## config.mk

```make
export PLATFORM = sky130hd
export DESIGN_NAME = smin_reduce_flat
export DESIGN_NICKNAME = d
export VERILOG_FILES = /design/src/rtl/smin_pkg.sv /design/src/rtl/smin_reduce_if.sv /design/src/rtl/smin_cmp2.sv /design/src/rtl/smin_reduce.sv /design/src/flat_wrapper.sv
export SDC_FILE = /design/constraint.sdc
export NUM_CORES = 1
export LEC_CHECK = 0
export ABC_AREA = 1
export CAP_MARGIN = 40
export CORE_MARGIN = 2
export CORE_UTILIZATION = 56
export CTS_CLUSTER_SIZE = 16
export DETAILED_ROUTE_END_ITERATION = 6
export GPL_ROUTABILITY_DRIVEN = 0
export PLACE_DENSITY = 0.79
export SETUP_SLACK_MARGIN = 0.1
export SYNTH_ARGS = -nofsm -noshare
export SYNTH_HDL_FRONTEND = slang
export SYNTH_SLANG_ARGS = --single-unit
```

## constraint.sdc

```tcl
create_clock -name g_clk -period 7 [get_ports g_clk]
set_clock_uncertainty 0.05 [all_clocks]
set_input_delay 0.7 -clock g_clk [delete_from_list [all_inputs] [get_ports g_clk]]
set_output_delay 0.7 -clock g_clk [all_outputs]
set_load 0.005 [all_outputs]
```

## src/rtl/smin_pkg.sv

```systemverilog
// ============================================================================
// smin_pkg : shared mode encoding and compare helpers for the smin_reduce block
// Revision : 1.0
// ============================================================================
`default_nettype none

package smin_pkg;

  localparam logic MODE_MIN = 1'b0;
  localparam logic MODE_MAX = 1'b1;

  // Internal compare width; callers sign-extend their WIDTH-bit values into it.
  localparam int CMP_W = 64;

  // Neutral element: +max for min mode, -max-1 for max mode. Truncate to width.
  function automatic logic signed [CMP_W-1:0] neutral(input logic mode, input int width);
    logic signed [CMP_W-1:0] one_v;
    one_v = CMP_W'(1);
    if (mode == MODE_MAX) begin
      return -(one_v <<< (width - 1));
    end
    return (one_v <<< (width - 1)) - one_v;
  endfunction

  // Strict improvement test: ties keep the incumbent.
  function automatic logic better(input logic                    mode,
                                  input logic signed [CMP_W-1:0] cand,
                                  input logic signed [CMP_W-1:0] cur);
    return (mode == MODE_MAX) ? (cand > cur) : (cand < cur);
  endfunction

endpackage

`default_nettype wire

```

## src/rtl/smin_reduce_if.sv

```systemverilog
// ============================================================================
// smin_reduce_if : clock, reset and beat/result signals of smin_reduce
// Revision       : 1.0
// ============================================================================
`default_nettype none

interface smin_reduce_if #(
  parameter int WIDTH  = 16,
  parameter int N      = 8,
  parameter int BEAT_W = 8
);
  localparam int IDX_W = $clog2(N);

  logic                        clk;
  logic                        reset;
  logic                        in_valid;
  logic [N-1:0][WIDTH-1:0]     in_data;
  logic                        in_mode;
  logic                        in_last;
  logic                        out_valid;
  logic signed [WIDTH-1:0]     out_data;
  logic [IDX_W-1:0]            out_index;
  logic [BEAT_W-1:0]           out_beat;

  modport master (
    output clk, reset, in_valid, in_data, in_mode, in_last,
    input  out_valid, out_data, out_index, out_beat
  );

  modport slave (
    input  clk, reset, in_valid, in_data, in_mode, in_last,
    output out_valid, out_data, out_index, out_beat
  );

endinterface

`default_nettype wire

```

## src/rtl/smin_cmp2.sv

```systemverilog
// ============================================================================
// smin_cmp2 : registered two-input signed compare/select with index and control
// Revision  : 1.0
// ============================================================================
`default_nettype none

module smin_cmp2
  import smin_pkg::*;
#(
  parameter int WIDTH = 16,
  parameter int IDX_W = 3
) (
  input  logic                    clk,
  input  logic                    rst,
  input  logic signed [WIDTH-1:0] i_a_val,
  input  logic [IDX_W-1:0]        i_a_idx,
  input  logic                    i_a_mode,
  input  logic                    i_a_last,
  input  logic                    i_a_valid,
  input  logic signed [WIDTH-1:0] i_b_val,
  input  logic [IDX_W-1:0]        i_b_idx,
  input  logic                    i_b_mode,
  input  logic                    i_b_last,
  input  logic                    i_b_valid,
  output logic signed [WIDTH-1:0] o_val,
  output logic [IDX_W-1:0]        o_idx,
  output logic                    o_mode,
  output logic                    o_last,
  output logic                    o_valid
);

  logic signed [WIDTH-1:0] val_d, val_q;
  logic [IDX_W-1:0]        idx_d, idx_q;
  logic                    mode_d, mode_q;
  logic                    last_d, last_q;
  logic                    valid_d, valid_q;
  logic                    w_take_b;

  // Both children belong to the same beat, so their control bits agree;
  // folding them keeps each child output live.
  always_comb begin
    mode_d   = i_a_mode | i_b_mode;
    last_d   = i_a_last & i_b_last;
    valid_d  = i_a_valid & i_b_valid;
    w_take_b = better(mode_d, CMP_W'(i_b_val), CMP_W'(i_a_val));
    val_d    = w_take_b ? i_b_val : i_a_val;
    idx_d    = w_take_b ? i_b_idx : i_a_idx;
  end

  always_ff @(posedge clk or posedge rst) begin
    if (rst) begin
      val_q   <= '0;
      idx_q   <= '0;
      mode_q  <= 1'b0;
      last_q  <= 1'b0;
      valid_q <= 1'b0;
    end else begin
      val_q   <= val_d;
      idx_q   <= idx_d;
      mode_q  <= mode_d;
      last_q  <= last_d;
      valid_q <= valid_d;
    end
  end

  assign o_val   = val_q;
  assign o_idx   = idx_q;
  assign o_mode  = mode_q;
  assign o_last  = last_q;
  assign o_valid = valid_q;

endmodule

`default_nettype wire

```

## src/rtl/smin_reduce.sv

```systemverilog
// ============================================================================
// smin_reduce : pipelined signed min/max reduction over N channels and
//               multi-beat frames, reporting winner value, channel and beat
// Revision    : 1.0
// ============================================================================
`default_nettype none

module smin_reduce
  import smin_pkg::*;
#(
  parameter int WIDTH  = 16,
  parameter int N      = 8,
  parameter int BEAT_W = 8
) (
  smin_reduce_if.slave g
);

  localparam int IDX_W = $clog2(N);
  localparam int D     = IDX_W;
  localparam int P     = 1 << D;
  localparam int NODES = 2 * P - 1;

  localparam logic [0:0] ST_IDLE  = 1'b0;
  localparam logic [0:0] ST_ACCUM = 1'b1;

  localparam logic [BEAT_W-1:0] BEAT_MAX = '1;

  // Heap-ordered tree: node k has children 2k+1/2k+2, leaves at P-1..2P-2.
  logic signed [WIDTH-1:0] node_val   [NODES];
  logic [IDX_W-1:0]        node_idx   [NODES];
  logic                    node_mode  [NODES];
  logic                    node_last  [NODES];
  logic                    node_valid [NODES];

  logic in_frame_d, in_frame_q;
  logic frame_mode_d, frame_mode_q;
  logic beat_mode;

  // Later beats of a frame reuse the mode captured on the first beat.
  always_comb begin
    in_frame_d   = in_frame_q;
    frame_mode_d = frame_mode_q;
    if (g.in_valid) begin
      if (!in_frame_q) begin
        frame_mode_d = g.in_mode;
      end
      in_frame_d = !g.in_last;
    end
    beat_mode = in_frame_q ? frame_mode_q : g.in_mode;
  end

  always_ff @(posedge g.clk or posedge g.reset) begin
    if (g.reset) begin
      in_frame_q   <= 1'b0;
      frame_mode_q <= MODE_MIN;
    end else begin
      in_frame_q   <= in_frame_d;
      frame_mode_q <= frame_mode_d;
    end
  end

  for (genvar i = 0; i < P; i++) begin : g_leaf
    if (i < N) begin : g_real
      assign node_val[P-1+i] = $signed(g.in_data[i]);
    end else begin : g_pad
      assign node_val[P-1+i] = WIDTH'(neutral(beat_mode, WIDTH));
    end
    assign node_idx[P-1+i]   = IDX_W'(i);
    assign node_mode[P-1+i]  = beat_mode;
    assign node_last[P-1+i]  = g.in_last;
    assign node_valid[P-1+i] = g.in_valid;
  end

  for (genvar k = 0; k < P - 1; k++) begin : g_node
    smin_cmp2 #(
      .WIDTH (WIDTH),
      .IDX_W (IDX_W)
    ) u_cmp (
      .clk       (g.clk),
      .rst       (g.reset),
      .i_a_val   (node_val[2*k+1]),
      .i_a_idx   (node_idx[2*k+1]),
      .i_a_mode  (node_mode[2*k+1]),
      .i_a_last  (node_last[2*k+1]),
      .i_a_valid (node_valid[2*k+1]),
      .i_b_val   (node_val[2*k+2]),
      .i_b_idx   (node_idx[2*k+2]),
      .i_b_mode  (node_mode[2*k+2]),
      .i_b_last  (node_last[2*k+2]),
      .i_b_valid (node_valid[2*k+2]),
      .o_val     (node_val[k]),
      .o_idx     (node_idx[k]),
      .o_mode    (node_mode[k]),
      .o_last    (node_last[k]),
      .o_valid   (node_valid[k])
    );
  end

  logic [0:0]              state_d, state_q;
  logic signed [WIDTH-1:0] acc_val_d, acc_val_q;
  logic [IDX_W-1:0]        acc_idx_d, acc_idx_q;
  logic [BEAT_W-1:0]       acc_beat_d, acc_beat_q;
  logic [BEAT_W-1:0]       cnt_d, cnt_q;
  logic                    acc_mode_d, acc_mode_q;
  logic                    out_valid_d, out_valid_q;
  logic signed [WIDTH-1:0] out_data_d, out_data_q;
  logic [IDX_W-1:0]        out_index_d, out_index_q;
  logic [BEAT_W-1:0]       out_beat_d, out_beat_q;
  logic                    take;

  always_comb begin
    state_d     = state_q;
    acc_val_d   = acc_val_q;
    acc_idx_d   = acc_idx_q;
    acc_beat_d  = acc_beat_q;
    cnt_d       = cnt_q;
    acc_mode_d  = acc_mode_q;
    out_valid_d = 1'b0;
    out_data_d  = out_data_q;
    out_index_d = out_index_q;
    out_beat_d  = out_beat_q;
    take        = 1'b0;
    if (node_valid[0]) begin
      if (state_q == ST_IDLE) begin
        acc_val_d  = node_val[0];
        acc_idx_d  = node_idx[0];
        acc_beat_d = '0;
        cnt_d      = BEAT_W'(1);
        acc_mode_d = node_mode[0];
      end else begin
        take = better(acc_mode_q, CMP_W'(node_val[0]), CMP_W'(acc_val_q));
        if (take) begin
          acc_val_d  = node_val[0];
          acc_idx_d  = node_idx[0];
          acc_beat_d = cnt_q;
        end
        if (cnt_q != BEAT_MAX) begin
          cnt_d = cnt_q + BEAT_W'(1);
        end
      end
      if (node_last[0]) begin
        state_d     = ST_IDLE;
        out_valid_d = 1'b1;
        out_data_d  = acc_val_d;
        out_index_d = acc_idx_d;
        out_beat_d  = acc_beat_d;
      end else begin
        state_d = ST_ACCUM;
      end
    end
  end

  always_ff @(posedge g.clk or posedge g.reset) begin
    if (g.reset) begin
      state_q     <= ST_IDLE;
      acc_val_q   <= '0;
      acc_idx_q   <= '0;
      acc_beat_q  <= '0;
      cnt_q       <= '0;
      acc_mode_q  <= MODE_MIN;
      out_valid_q <= 1'b0;
      out_data_q  <= '0;
      out_index_q <= '0;
      out_beat_q  <= '0;
    end else begin
      state_q     <= state_d;
      acc_val_q   <= acc_val_d;
      acc_idx_q   <= acc_idx_d;
      acc_beat_q  <= acc_beat_d;
      cnt_q       <= cnt_d;
      acc_mode_q  <= acc_mode_d;
      out_valid_q <= out_valid_d;
      out_data_q  <= out_data_d;
      out_index_q <= out_index_d;
      out_beat_q  <= out_beat_d;
    end
  end

  assign g.out_valid = out_valid_q;
  assign g.out_data  = out_data_q;
  assign g.out_index = out_index_q;
  assign g.out_beat  = out_beat_q;

endmodule

`default_nettype wire

```

## src/flat_wrapper.sv

```systemverilog
// flat-port wrapper written by rule: the top's interface ports become plain ports
module smin_reduce_flat import smin_pkg::*;
#(
  parameter int WIDTH  = 16,
  parameter int N      = 8,
  parameter int BEAT_W = 8
)
  (g_clk, g_reset, g_in_valid, g_in_data, g_in_mode, g_in_last, g_out_valid, g_out_data, g_out_index, g_out_beat);
  smin_reduce_if #(.WIDTH(WIDTH), .N(N), .BEAT_W(BEAT_W)) g_i ();
  input wire logic [$bits(g_i.clk)-1:0] g_clk;
  input wire logic [$bits(g_i.reset)-1:0] g_reset;
  input wire logic [$bits(g_i.in_valid)-1:0] g_in_valid;
  input wire logic [$bits(g_i.in_data)-1:0] g_in_data;
  input wire logic [$bits(g_i.in_mode)-1:0] g_in_mode;
  input wire logic [$bits(g_i.in_last)-1:0] g_in_last;
  output wire logic [$bits(g_i.out_valid)-1:0] g_out_valid;
  output wire logic [$bits(g_i.out_data)-1:0] g_out_data;
  output wire logic [$bits(g_i.out_index)-1:0] g_out_index;
  output wire logic [$bits(g_i.out_beat)-1:0] g_out_beat;
  assign g_i.clk = g_clk;
  assign g_i.reset = g_reset;
  assign g_i.in_valid = g_in_valid;
  assign g_i.in_data = g_in_data;
  assign g_i.in_mode = g_in_mode;
  assign g_i.in_last = g_in_last;
  assign g_out_valid = g_i.out_valid;
  assign g_out_data = g_i.out_data;
  assign g_out_index = g_i.out_index;
  assign g_out_beat = g_i.out_beat;
  smin_reduce #(.WIDTH(WIDTH), .N(N), .BEAT_W(BEAT_W)) u_core (.g(g_i));
endmodule
```

==> results of run 1 <==
-- final cells by class --
class / instances / area (sq um)
Multi-Input combinational cell: 1038 / 5883
Timing Repair Buffer: 167 / 1682
Clock inverter: 7 / 90.09
Sequential cell: 201 / 5030
Fill cell: 1649 / 6574
Tap cell: 275 / 344.1
Inverter: 211 / 799.5
Clock buffer: 30 / 619.3
-- synthesized netlist by cell type, types with 3 or more instances --
master	instances
nand2_1	477
nor3_2	3
nand3_2	7
inv_1	207
buf_6	8
nor2_1	38
buf_2	19
clkbuf_1	8
nand4_1	31
buf_4	5
dfrtp_1	201
a21boi_0	4
nand3_4	4
nand2_4	24
nand3_1	193
ha_1	129
o21ai_0	30
nand2_2	9
nor3_1	4
a31oi_1	3
clkinv_1	4
nand3b_1	4
a21oi_1	60
-- cell families after synthesis --
group | after synthesis
AO/OA/AOI/OAI | 109
XOR/XNOR | 2
adder cells (fa/ha/maj) | 129
buffers and inverters | 256
flip-flops | 201
other | 1
AND/OR/NAND/NOR | 797
-- layer usage --
metal / share of wire [%] / wire length [um] / global-route usage (%)
met2: 49 / 13420 / 43.86
met5: 0 / 0 / 0
met1: 43 / 11670 / 31.67
met4: 2.9 / 789 / 8.632
met3: 5.0 / 1367 / 2.818
-- stage by stage --
step	hold slack [ns]	cell area [sq um]
3_3_place_gp	0.2822	13700
4_1_cts	0.2984	14450
3_5_place_dp	0.2847	13740
5_1_grt	0.3083	14450
6_report	0.2969	14450
2_1_floorplan	0.2812	12020
-- worst register-to-register path: cells and delay by family, from the launching register on --
kind	cells	cell delay (ns)
AND/OR/NAND/NOR	9	1.86
flip-flops	1	0.37
adder cells (fa/ha/maj)	1	0.30
AO/OA/AOI/OAI	2	0.27
buffers and inverters	2	0.11
-- where the power goes --
group | internal, mW | switching (mW) | leakage [nW]
Sequential | 1.54 | 0.236 | 2.48
Combinational | 0.889 | 1.51 | 5.06
Clock | 0.688 | 0.437 | 0.346
-- how the worst max path moves through the flow --
stage                                     from                               end  slack (ns)  depth (start not counted)
5_1_grt        u_core.g_node[1].u_cmp.o_val[1]   u_core.g_node[0].u_cmp.o_val[2]        3.66                         14
6_report       u_core.g_node[1].u_cmp.o_val[1]   u_core.g_node[0].u_cmp.o_idx[0]        3.96                         14
3_5_place_dp                     g_in_data[33]  u_core.g_node[4].u_cmp.o_val[14]        3.67                         14
4_1_cts        u_core.g_node[1].u_cmp.o_val[1]   u_core.g_node[0].u_cmp.o_idx[0]        4.03                         14
3_3_place_gp                     g_in_data[15]   u_core.g_node[3].u_cmp.o_val[2]        3.75                         13
2_1_floorplan                          g_reset              u_core.acc_beat_q[0]        0.77                          1
-- sequential cells by signal, indices dropped and copies added, names as in the netlist --
signal / flops
u_core.g.out_valid: 1
u_core.acc_idx_q: 3
u_core.g_node.u_cmp.o_valid: 3
u_core.g_node.u_cmp.o_last: 3
u_core.acc_val_q: 16
u_core.g.out_index: 3
u_core.in_frame_q: 1
u_core.g.out_data: 16
u_core.g_node.u_cmp.o_val: 112
u_core.g.out_beat: 8
u_core.acc_mode_q: 1
u_core.state_q: 1
u_core.cnt_q: 8
u_core.acc_beat_q: 8
u_core.g_node.u_cmp.o_mode: 3
u_core.frame_mode_q: 1
u_core.g_node.u_cmp.o_idx: 13
==> metrics.yaml, run 1 <==
clock_tree:
  clock_sinks: 201
  root_buffer: "clkbuf_16"
  cts_resized: 0
  h-tree-depth: 1
  postCtsHoldBufs: 0
  clock_path_buffers: 3
  cts_made_buffers: 21
  clk_pin_slew_ns: 0.06
  worstSkewPairLatency_ns: 0.50
  cts_tree: "built"
  cts_setup_buffers: 0
synth:
  synth_compound_area_share_pct: 4.901
  synth_xor_area_share_pct: 0.1457
  synth_fa_ha_area_share_pct: 13.42
  yosys_warnings: 0
  yosys-top-cells-area: "dfrtp_1 42%, nand2_1 15%, ha_1 13%, nand3_1 8.0%, inv_1 6.5%"
  synth_ff_type: "dfrtp_1"
  syn_area_sq_um: 12020
  yosysUniqueCellTypes: 39
  synth_seq_area_share_pct: 41.83
  ys_seq_elements: 201
  synth.avg_cell_area_sq_um: 8.043
  syn_nets: 1757
  synth_top_area_cell: "dfrtp_1"
  postSynthCellCount: 1495
  synth.top_cell.area_share_pct: 41.83
  synth_top_family_by_area: "simple AND/OR/NAND/NOR gates"
  synth-async-reset-ratio_pct: 100.0
  yosys.area_share.simple_pct: 30.43
  synth-edff-count: 0
  synth_mux_area_share_pct: 0
power_and_ir_drop:
  p_total_mw: 5.302
  power_leakage_nw: 7.887
  p_per_area_nw_per_um2: 367.0
  ir_worst_vdd_mv: 0.1869
floorplan:
  placeableCoreArea_sq_um: 21020
  placementRows: 53
  dieArea_sq_um: 22660
  start_util_pct: 57.20
  pin_count: 161
  die_h_um: 150.5
  die_x_um: 150.5
timing:
  rsz0062_at_grt: "no"
  fin_setup_tns_ns: 0
  clock.fmax_mhz: 328.5
  worst-slew-pin-transition_ns: 0.8063
  drv_slew: 0
  min_period_ns: 3.045
  setup-violations-final: 0
  finalHoldViolCount: 0
  min_period_over_period_pct: 43.49
  setup_ws_ns: 3.955
  relSlewSlack_pct: 46.09
global_route:
  antenna_found_initial: 0
  overflow: 0
  first_global_vias: 10160
  grt_use_total_pct: 24.87
  grt_max_degree: 91
  grt_pass1_wl_mm: 46.26
worst_setup_path:
  critPathKind: "flop to flop"
  path_buf_inv: 2
  ff2ff_setup_slack_ns: 3.96
  crit_top_cell: "nand2_1"
  cp.required_ns: 7.36
  end_kind: "flop"
  path_cells: "inv_1, ha_1, inv_1, nor2_1, o21ai_0, nand2_1, a21oi_1, or2_1, nand2_1, nand2_1, nand3_1, nand2_2, nand2_1, nand2_1"
  crit_family: "simple AND/OR/NAND/NOR gates"
  critPathSlowestCell: "nand2_2"
  timing.rr.start: "u_core.g_node[1].u_cmp.o_val[1]"
  critPathMaxStageDelay_ns: 0.60
  crit_path_start_kind: "flop"
  rr_worst_depth: 14
  critPathMaxFanout: 20
  r2r-end: "u_core.g_node[0].u_cmp.o_idx[0]"
  critical_path_arrival_ns: 3.41
layout:
  mostFrequentLayoutCell: "nand2_1"
  fin_util_pct: 68.73
  diodes: 0
  layout_common_cells: "477 x nand2_1, 206 x inv_1, 201 x dfrtp_1"
  syn2layout_area_growth_pct: 20.16
  fin_nets: 1902
  final_cells: 1929
  drive_gt1_share_pct: 5.562
route:
  drt-pass1-iter-count: 5
  drt_iter0_markers: 513
  wl_per_cell_um: 14.12
  drc: 0
  wl_mm: 27.24
  routed_via_density: 5.291
  vias: 10210
  final_antenna_net_count: 0
place:
  placed_cells: 1892
  hpwl_mm: 20.74
  io_buffers: 160
  place_ws_ns: 3.666
min_path:
  hp-start: "u_core.g_node[3].u_cmp.o_valid"
  hold_path.class: "flop to flop"
  holdPathStages: 0
  min_delay_worst_endpoint: "u_core.g_node[1].u_cmp.o_valid"
status:
  status: "finished, final reports clean"
job:
  max-cap-violations: 0
Power figures use the tool's default switching activity.
==> run 2, diff against run 1 <==
clock period = 3.1 ns   (was 7 ns; I/O delays follow)
==> run 2 against run 1 <==
Maximum frequency is 14% higher. Design area is 0.38% higher. Combinational power is 130% higher. Critical path type unchanged. Flip-flop and latch count stayed put.
==> metrics.yaml, run 2 (same netlist as run 1, synthesis figures left out) <==
timing:
  setup-violations-final: 0  # unchanged
  fin_setup_tns_ns: 0  # unchanged
  drv_slew: 0  # unchanged
  min_period_ns: 2.670  # -0.3743 ns
  finalHoldViolCount: 0  # unchanged
  relSlewSlack_pct: 54.55  # +8.5 points
  setup_ws_ns: 0.4298  # -3.526 ns
  worst-slew-pin-transition_ns: 0.6810  # -0.1254 ns
  clock.fmax_mhz: 374.5  # +14%
  rsz0062_at_grt: "no"
  min_period_over_period_pct: 86.14  # +43 points
power_and_ir_drop:
  ir_worst_vdd_mv: 0.4347  # +130%
  power_leakage_nw: 7.926  # +0.50%
  p_per_area_nw_per_um2: 825.0  # +120%
clock_tree:
  h-tree-depth: 1  # unchanged
  clk_pin_slew_ns: 0.06  # about the same
  worstSkewPairLatency_ns: 0.50  # about the same
  cts_tree: "built"
  postCtsHoldBufs: 0  # unchanged
  clock_sinks: 201  # unchanged
  clock_path_buffers: 3  # unchanged
  cts_setup_buffers: 0  # unchanged
  cts_made_buffers: 21  # unchanged
  root_buffer: "clkbuf_16"
  cts_resized: 0  # unchanged
global_route:
  grt_use_total_pct: 25.22  # +0.35 points
  grt_max_degree: 56  # -38%
  overflow: 0  # unchanged
  grt_pass1_wl_mm: 46.46  # +0.42%
  first_global_vias: 10050  # -1.1%
  antenna_found_initial: 0  # unchanged
layout:
  syn2layout_area_growth_pct: 20.61
  largest_reg_flops: 112  # unchanged
  layout_common_cells: "477 x nand2_1, 206 x inv_1, 201 x dfrtp_1"
  fin_nets: 1916  # +0.74%
  mostFrequentLayoutCell: "nand2_1"
  fill_cells: 1611  # -2.3%
  diodes: 0  # unchanged
  drive_gt1_share_pct: 6.242  # +0.68 points
worst_setup_path:
  path_cells: "inv_1, ha_1, nand2_1, nor2_1, nand4_1, inv_1, nand2_1, nand3_1, nand3_2, nand2_2, nand2_1, nand2_1"
  crit_family: "simple AND/OR/NAND/NOR gates"
  critical_path_arrival_ns: 3.05  # -0.36 ns
  path_buf_inv: 2  # unchanged
  end_kind: "flop"
  critPathSlowestCell: "nand2_2"
  critPathMaxFanout: 19  # -5.0%
  crit_path_start_kind: "flop"
  crit_top_cell: "nand2_1"
  cp.required_ns: 3.48  # -3.88 ns
  critPathMaxStageDelay_ns: 0.42  # -0.18 ns
  critPathKind: "flop to flop"
route:
  final_antenna_net_count: 0  # unchanged
  vias: 10290  # +0.85%
  wl_per_cell_um: 14.21  # +0.61%
  routed_via_density: 5.303  # +0.23%
  wl_mm: 27.58  # +1.2%
  drc: 0  # unchanged
  drt_iter0_markers: 611  # +19%
  drt-pass1-iter-count: 5  # unchanged
floorplan:
  die_h_um: 150.5  # unchanged
  placementRows: 53  # unchanged
  dieArea_sq_um: 22660  # unchanged
  die_x_um: 150.5  # unchanged
  start_util_pct: 57.20  # unchanged
  pin_count: 161  # unchanged
  placeableCoreArea_sq_um: 21020  # unchanged
place:
  place_ws_ns: 0.2750  # -3.391 ns
  hpwl_mm: 21.04  # +1.5%
  io_buffers: 160  # unchanged
min_path:
  hold_path.class: "input port to async pin"
status:
  status: "finished, final reports clean"
job:
  max-cap-violations: 0  # unchanged
run 2: cell count changes in the layout (fill, tap and decap cells not counted), sizes merged:
| cell | before | now |
|---|---|---|
| buf | 7 | 21 |
| bufinv | 2 | 1 |
| clkbuf | 30 | 27 |
| clkinv | 7 | 10 |
| inv | 207 | 206 |
run 2: routing by layer:
layer | share of wire [%] | track usage, % | vias up
met2 | 50 | 45.07 | 306
met1 | 42 | 32.14 | 4797
met5 | 0 | 0 | -
met4 | 2.4 | 7.358 | 0
met3 | 4.8 | 2.970 | 52
li1 | - | - | 5138
run 2: path summary, 6_finish.rpt:
| check | startpoint | endpoint | slack (ns) | cells past startpoint |
|---|---|---|---|---|
| hold / removal | g_reset | u_core.g_node[0].u_cmp.o_val[13] | 0.11 | 2 |
| setup / recovery | u_core.g_node[5].u_cmp.o_val[15] | u_core.g_node[2].u_cmp.o_val[7] | 0.43 | 12 |
| hold reg to reg | u_core.g_node[1].u_cmp.o_valid | u_core.g_node[0].u_cmp.o_valid | 0.30 | 0 |
| min in group g_clk | g_in_last | u_core.g_node[3].u_cmp.o_last | 0.24 | 1 |
| max in group asynchronous | g_reset | u_core.g_node[4].u_cmp.o_val[6] | 2.16 | 3 |
| setup reg to reg | u_core.g_node[5].u_cmp.o_val[15] | u_core.g_node[2].u_cmp.o_val[7] | 0.43 | 12 |
run 2: power by group:
part	total, mW	internal (mW)	switching [mW]
clock network	2.40	1.40	1.01
logic	5.53	2.12	3.42
registers	4.03	3.48	0.542
total	12.0	7.00	4.96
run 2: cell type report:
| type | instances | area, sq um | area share, % |
|---|---|---|---|
| multi-input cells | 1038 | 5883 | 40.57 |
| flip-flops and latches | 201 | 5030 | 34.68 |
| repair buffers | 181 | 1797 | 12.39 |
| inverters | 211 | 795.8 | 5.487 |
| clock buffers | 27 | 578.1 | 3.986 |
| well taps | 275 | 344.1 | 2.373 |
| clock inverters | 8 | 75.07 | 0.5176 |
run 2: metrics by stage:
stage	hold slack (ns)	cell area, sq um	total power [mW]	instances	util [%]
2_1_floorplan	0.2812	12030	8.093	1495	-
3_3_place_gp	0.2825	13850	9.290	1906	65.88
3_5_place_dp	0.2847	13850	9.535	1906	65.88
4_1_cts	0.1111	14500	12.00	1941	68.99
5_1_grt	0.1226	14500	13.00	1941	68.99
6_report	0.1074	14500	11.96	1941	68.99
==> run 3, diff against run 2 <==
CORE_UTILIZATION = 60   (was 56)
GPL_TIMING_DRIVEN = 0   (was default)
PLACE_DENSITY = 0.84   (was 0.79)
clock period = 3.2 ns   (was 3.1 ns; I/O delays follow)
==> run 3 against run 2 <==
Flip-flop and latch count is the same. Setup slack gained 0.26 ns. Critical path depth shrank 1. Combinational power grew 4%. Largest cell class unchanged. Non-clock buffer count grew 29. Largest power group unchanged.
==> metrics.yaml, run 3 (same netlist as run 1, synthesis figures left out) <==
worst_setup_path:
  ff2ff_setup_slack_ns: 0.69  # +0.26 ns
  rr_worst_depth: 11  # -1
  critical_path_arrival_ns: 2.84  # -0.21 ns
  cp.required_ns: 3.53  # +0.05 ns
  crit_path_start_kind: "flop"
  end_kind: "flop"
  critPathMaxFanout: 10  # -9
  critPathKind: "flop to flop"
timing:
  drv_slew: 0  # unchanged
  clock.fmax_mhz: 397.9  # +6.2%
  worst-slew-pin-transition_ns: 0.6536  # -0.02732 ns
  min_period_over_period_pct: 78.54  # -7.6 points
  setup-violations-final: 0  # unchanged
  relSlewSlack_pct: 56.33  # +1.8 points
  fin_setup_tns_ns: 0  # unchanged
  finalHoldViolCount: 0  # unchanged
  hold_slack_ns: 0.2220  # +0.1146 ns
  min_period_ns: 2.513  # -0.1570 ns
  rsz0062_at_grt: "no"
place:
  hpwl_mm: 22.23  # +5.7%
  io_buffers: 160  # unchanged
  placed_area_sq_um: 14060  # +1.5%
layout:
  drive_gt1_share_pct: 7.370  # +1.1 points
  fin_nets: 1945  # +1.5%
  fin_area_sq_um: 14770  # +1.8%
  diodes: 0  # unchanged
  mostFrequentLayoutCell: "nand2_1"
  largest_reg_flops: 112  # unchanged
  syn2layout_area_growth_pct: 22.83
  layout_common_cells: "477 x nand2_1, 206 x inv_1, 201 x dfrtp_1"
clock_tree:
  clock_sinks: 201  # unchanged
  cts_setup_buffers: 0  # unchanged
  clock_path_buffers: 3  # unchanged
  clk_pin_slew_ns: 0.07  # about the same
  worstSkewPairLatency_ns: 0.50  # about the same
  cts_tree: "built"
  postCtsHoldBufs: 0  # unchanged
  cts_made_buffers: 21  # unchanged
  cts_resized: 0  # unchanged
  h-tree-depth: 1  # unchanged
  root_buffer: "clkbuf_16"
global_route:
  grt_pass1_wl_mm: 48.78  # +5.0%
  overflow: 0  # unchanged
  first_global_vias: 10720  # +6.7%
  antenna_found_initial: 0  # unchanged
  grt_max_degree: 41  # -27%
  grt_use_total_pct: 27.70  # +2.5 points
route:
  drt-pass1-iter-count: 5  # unchanged
  vias: 10570  # +2.7%
  drt_iter0_markers: 597  # -2.3%
  final_antenna_net_count: 0  # unchanged
  routed_via_density: 5.390  # +1.6%
  wl_per_cell_um: 14.69  # +3.4%
  drc: 0  # unchanged
  wl_mm: 28.82  # +4.5%
floorplan:
  pin_count: 161  # unchanged
  placementRows: 51  # -3.8%
  die_h_um: 145.6  # -3.3%
  start_util_pct: 61.38  # +4.2 points
  die_x_um: 145.6  # -3.3%
  placeableCoreArea_sq_um: 19590  # -6.8%
  dieArea_sq_um: 21190  # -6.5%
power_and_ir_drop:
  power_leakage_nw: 8.061  # +1.7%
  p_total_mw: 12.13  # +1.4%
  ir_worst_vdd_mv: 0.3903  # -10%
  p_per_area_nw_per_um2: 821.0  # -0.48%
min_path:
  hold_path.class: "input port to async pin"
status:
  status: "finished, final reports clean"
job:
  max-cap-violations: 0  # unchanged
-- run 3: cell count changes in the layout (fill, tap and decap cells not counted), moves of 3 or more --
cell,delta
buf_2,+19
buf_4,-13
buf_6,+8
clkbuf_1,+8
buf_12,+4
clkbuf_8,+3
clkinv_2,-3
-- run 3: worst max-delay path: stages, from the launching register on --
cell      delay [ns]
dfrtp_1         0.40
ha_1            0.36
nand2_1         0.13
o21bai_1        0.12
nand2_1         0.08
a21oi_2         0.18
nand3_1         0.14
nand3_4         0.17
buf_2           0.25
nand4_1         0.17
nand3_1         0.23
nand2_1         0.10
-- run 3: per-stage QoR --
step                      worst slack (ns)  utilization, %  instances
after floorplan                     0.2277               -       1495
after global placement              -1.072           71.27       1920
after detailed placement            0.4426           71.78       1925
after CTS                           0.7429           75.39       1961
after global routing                0.5581           75.39       1961
final                               0.6868           75.39       1961
-- run 3: final cells by class --
class | instances | area (sq um)
fill | 1407 | 4821
timing repair buffer | 165 | 1702
clock inverter | 6 | 88.84
tap | 265 | 331.6
buffer | 45 | 319.1
sequential | 201 | 5030
clock buffer | 30 | 619.3
multi-input combinational | 1038 | 5883
inverter | 211 | 795.8
-- run 3: metal layers --
layer  up-vias  part of all wire [%]  global-route usage, %
met3        89                   5.2                  3.762
li1       5182                     -                      -
met4         0                   3.9                  11.57
met5         -                     0                      0
met2       359                    51                  51.07
met1      4939                    39                  32.42
-- run 3: final timing paths --
kind	start	to
worst max-delay path	u_core.g_node[0].u_cmp.o_val[15]	u_core.g.out_data[4]
worst min-delay path	g_reset	u_core.g.out_data[10]
worst max register to register	u_core.g_node[0].u_cmp.o_val[15]	u_core.g.out_data[4]
worst min register to register	u_core.g_node[3].u_cmp.o_valid	u_core.g_node[1].u_cmp.o_valid
max in group asynchronous	g_reset	u_core.g_node[4].u_cmp.o_val[2]
min in group g_clk	g_in_valid	u_core.g_node[3].u_cmp.o_valid
-- run 3: power breakdown --
group | total [mW] | switching [mW] | internal (mW)
clock network | 2.48 | 0.974 | 1.50
logic | 5.73 | 3.46 | 2.27
registers | 3.92 | 0.543 | 3.38
total | 12.1 | 4.98 | 7.15
